[config.mk]
export PLATFORM = sky130hd
export DESIGN_NAME = alu_req_driver
export DESIGN_NICKNAME = d
export VERILOG_FILES = /design/src/rtl/alu_req_driver.sv
export SDC_FILE = /design/constraint.sdc
export NUM_CORES = 1
export LEC_CHECK = 0
export BUFFER_PORTS_ARGS = -buffer_cell sky130_fd_sc_hd__buf_2
export CORE_MARGIN = 4
export CORE_UTILIZATION = 53
export DETAILED_ROUTE_END_ITERATION = 6
export PLACE_DENSITY = 0.8
export SLEW_MARGIN = 20
export SYNTH_ARGS = -nofsm -noshare
export SYNTH_HDL_FRONTEND = slang
export SYNTH_SLANG_ARGS = --single-unit
[constraint.sdc]
create_clock -name clk -period 4.7 [get_ports clk]
set_clock_uncertainty 0.05 [all_clocks]
set_input_delay 0.47 -clock clk [delete_from_list [all_inputs] [get_ports clk]]
set_output_delay 0.47 -clock clk [all_outputs]
set_load 0.005 [all_outputs]
[src/rtl/alu_req_driver.sv]
// alu_req_driver: registered ALU operand launcher with a tagged, backpressured response FIFO
module alu_req_driver #(
  parameter int DEPTH = 2,
  parameter int SEQ_W = 4
) (
  input  logic             clk,
  input  logic             rst,
  input  logic             flush,
  input  logic             req_valid,
  output logic             req_ready,
  input  logic [3:0]       req_op,
  input  logic [31:0]      req_a,
  input  logic [31:0]      req_b,
  output logic [3:0]       alu_op,
  output logic [31:0]      alu_in_a,
  output logic [31:0]      alu_in_b,
  input  logic [31:0]      alu_result,
  input  logic             alu_zero,
  output logic             rsp_valid,
  input  logic             rsp_ready,
  output logic [31:0]      rsp_result,
  output logic             rsp_zero,
  output logic [SEQ_W-1:0] rsp_seq
);
  localparam int PW = $clog2(DEPTH);
  localparam int CW = $clog2(DEPTH) + 1;
  localparam int EW = 33 + SEQ_W;
  logic             stage_valid;
  logic [SEQ_W-1:0] stage_seq;
  logic [SEQ_W-1:0] seq_cnt;
  logic [CW-1:0]    count;
  logic [PW-1:0]    wr_ptr;
  logic [PW-1:0]    rd_ptr;
  logic [EW-1:0]    mem [DEPTH];
  logic [EW-1:0]    last_pop;
  logic             accept;
  logic             push;
  logic             pop;
  assign accept    = req_valid && req_ready && !flush;
  assign push      = stage_valid && !flush;
  assign pop       = rsp_valid && rsp_ready && !flush;
  assign req_ready = ({1'b0, count} + (CW+1)'(stage_valid)) < (CW+1)'(DEPTH);
  assign rsp_valid = count != '0;
  assign {rsp_result, rsp_zero, rsp_seq} = rsp_valid ? mem[rd_ptr] : last_pop;
  // Launch stage: latch an accepted request onto the ALU inputs and tag it
  always_ff @(posedge clk or posedge rst)
    if (rst) begin
      stage_valid <= 1'b0;
      stage_seq   <= '0;
      seq_cnt     <= '0;
      alu_op      <= '0;
      alu_in_a    <= '0;
      alu_in_b    <= '0;
    end else if (flush) begin
      stage_valid <= 1'b0;
      seq_cnt     <= '0;
    end else begin
      stage_valid <= accept;
      if (accept) begin
        alu_op    <= req_op;
        alu_in_a  <= req_a;
        alu_in_b  <= req_b;
        stage_seq <= seq_cnt;
        seq_cnt   <= seq_cnt + 1'b1;
      end
    end
  // Response queue bookkeeping; last_pop keeps the head outputs steady while empty
  always_ff @(posedge clk or posedge rst)
    if (rst) begin
      count    <= '0;
      wr_ptr   <= '0;
      rd_ptr   <= '0;
      last_pop <= '0;
    end else if (flush) begin
      count  <= '0;
      wr_ptr <= '0;
      rd_ptr <= '0;
    end else begin
      if (push) wr_ptr <= wr_ptr + 1'b1;
      if (pop) begin
        rd_ptr   <= rd_ptr + 1'b1;
        last_pop <= mem[rd_ptr];
      end
      count <= count + CW'(push) - CW'(pop);
    end
  // Capture the ALU output one cycle after launch
  always_ff @(posedge clk)
    if (push) mem[wr_ptr] <= {alu_result, alu_zero, stage_seq};
  no_overflow: assert property (@(posedge clk) disable iff (rst) !(push && count == CW'(DEPTH)));
endmodule

==> flow_metrics.tcl <==
set metrics [dict create \
    max_freq_ghz 0.359 \
    chipHeight_um 131 \
    cp_max_fo 38 \
    ir_drop_mv 0.234 \
    postCtsHoldBufs 0 \
    clock_latency_ps 420 \
    cts-root-buf "clkbuf_16" \
    coreArea_sq_um 14600 \
    grt_pass1_wl_um 24700 \
    drive_above_1_share 0.637 \
    diodes 0 \
    dieArea_sq_um 17000 \
    fin_setup_tns_ps 0 \
    slew_violations 0 \
    drt-pass1-iter-count 4 \
    clk_pin_slew_worst_paths_ps 70 \
    max-cap-violations 0 \
    grt_max_degree 78 \
    start_kind "flip-flop" \
    post_cts_resized 0 \
    viasPerCell 5.21 \
    synth.avg_cell_area_sq_um 18.2 \
    fin_nets 763 \
    post-cts-setup-buffers 0 \
    synth_cell_types 28 \
    power_density_nw_per_um2 493 \
    grt_overflow_total 0 \
    finalSetupViolCount 0 \
    ys_seq_elements 192 \
    yosysTopAreaCellShare 0.371 \
    synth-seq-area-share 0.651 \
    dp_cells 819 \
    nFillCells 1016 \
    grt_pass1_vias 4813 \
    synthesis.area_sq_um 7960 \
    rows 44 \
    clkSinkCount 192 \
    synth_largest_area_cell "dfrtp_1" \
    synth_area_leaders "dfrtp_1 37%, edfxtp_1 28%, mux2_2 14%" \
    crit_arrival_ps 2260 \
    routed_wirelength_um 15800 \
    die_x_um 131 \
    fin_cells 851 \
    tightest_slew_ps 1010 \
    synth_cells 437 \
    vias 4432 \
    ant_nets 0 \
    mostFrequentLayoutCells "212 x buf_2, 117 x dfrtp_1, 102 x mux2_2, 74 x edfxtp_1, 69 x mux2_4" \
    fin_crit_sh 0.592 \
    antenna_found_initial 1 \
    io_pins 213 \
    hold_violations 0 \
    mostFrequentLayoutCell "buf_2" \
    area_delta_synth_final_pct 21.9 \
    yosysWarnings 0 \
    dr.first_iter.drc_count 185 \
    grtUsageTotal 0.190 \
    synth_nets 546 \
    start_util 0.543 \
    cts_buffers 17 \
    clockBufferDepth 2 \
    rsz0062_at_grt "no" \
    status "finished, final reports clean" \
    hold_path_class "input port to flip-flop" \
    cts_tree "built" \
    critical_path_required_ps 4180 \
    period_needed_ps 2780 \
    wl_per_cell_um 18.6 \
    place_congestion 0.747 \
    drc_errors 0 \
    h-tree-depth 4 \
    slew-limit-headroom 0.324 \
    dp_hpwl_um 10900 \
    endpoint_kind "output port" \
    power.leakage_nw 4.45 \
    critPathKind "flip-flop to output port" \
    portBuffers 212 \
]
cells by family after synthesis:
group | share of synthesized area
xor+xnor | 0.00440
mux | 0.291
simple gates | 0.0134
fa+ha+maj | 0.00472
buf+inv | 0.0293
compound gates | 0.00629
flops | 0.651
critical path: stages (launching register included):
cell and delay, ps:
dfrtp_2 980, mux2_2 430, mux2_2 280, buf_2 130
cells in the mapped netlist, drive strengths merged:
| cell | instances |
|---|---|
| mux2 | 182 |
| nor2 | 9 |
| nor2b | 3 |
| mux2i | 1 |
| nor3 | 1 |
| xor2 | 2 |
| xnor2 | 2 |
| clkbuf | 4 |
| nand3 | 3 |
| inv | 6 |
| a21oi | 3 |
| edfxtp | 74 |
| o31ai | 1 |
| or2b | 1 |
| o21ai | 4 |
| ha | 3 |
| or3 | 2 |
| or2 | 1 |
| dfrtp | 118 |
| a21o | 1 |
| buf | 16 |
routing by layer:
layer  track usage  vias up  part of all wire
li1              -     2025                 -
met1         0.241     2233              0.42
met2         0.312      153              0.49
met3        0.0618       19             0.069
met4        0.0647        2             0.012
met5             0        -           0.00044
path summary, 6_finish.rpt:
path,from,depth (start not counted),to,slack (ps)
min in group asynchronous,rst,2,alu_in_b[29],210
max reg2reg,count[0],4,alu_in_a[21],2490
max in group asynchronous,rst,3,last_pop[7],3180
max,rd_ptr,3,rsp_result[28],1920
min reg2reg,last_pop[23],1,last_pop[23],430
min,alu_result[9],1,mem[1][14],190
cell type report:
class,count,area [sq um],area share
timing repair buffer,218,1110,0.114
clock inverter,8,75.1,0.00774
inverter,6,25.0,0.00258
tap,184,230,0.0237
multi-input combinational,219,2570,0.265
clock buffer,24,514,0.0530
sequential,192,5180,0.534
sequential cells by signal, summed over array words and instances, names as in the netlist:
signal	count
stage_seq	4
stage_valid	1
last_pop	37
wr_ptr	1
seq_cnt	4
alu_in_b	32
alu_in_a	32
mem	74
count	2
alu_op	4
rd_ptr	1
power by group:
part / leakage [nW] / internal (mW) / switching (mW)
clock: 0.291 / 0.822 / 0.597
combinational: 2.07 / 0.702 / 0.427
sequential: 2.09 / 2.06 / 0.176
total: 4.45 / 3.58 / 1.20
through the flow:
step / util / area (sq um) / hold WS [ps] / setup slack, ps / total power, mW
2_1_floorplan: - / 7960 / 392 / 1050 / 2.93
3_3_place_gp: 0.622 / 9100 / 409 / 2350 / 3.36
3_5_place_dp: 0.622 / 9100 / 421 / 2300 / 3.41
4_1_cts: 0.662 / 9690 / 164 / 1870 / 4.83
5_1_grt: 0.662 / 9690 / 159 / 1810 / 5.03
6_report: 0.662 / 9690 / 189 / 1920 / 4.78
Power figures use the tool's default switching activity.
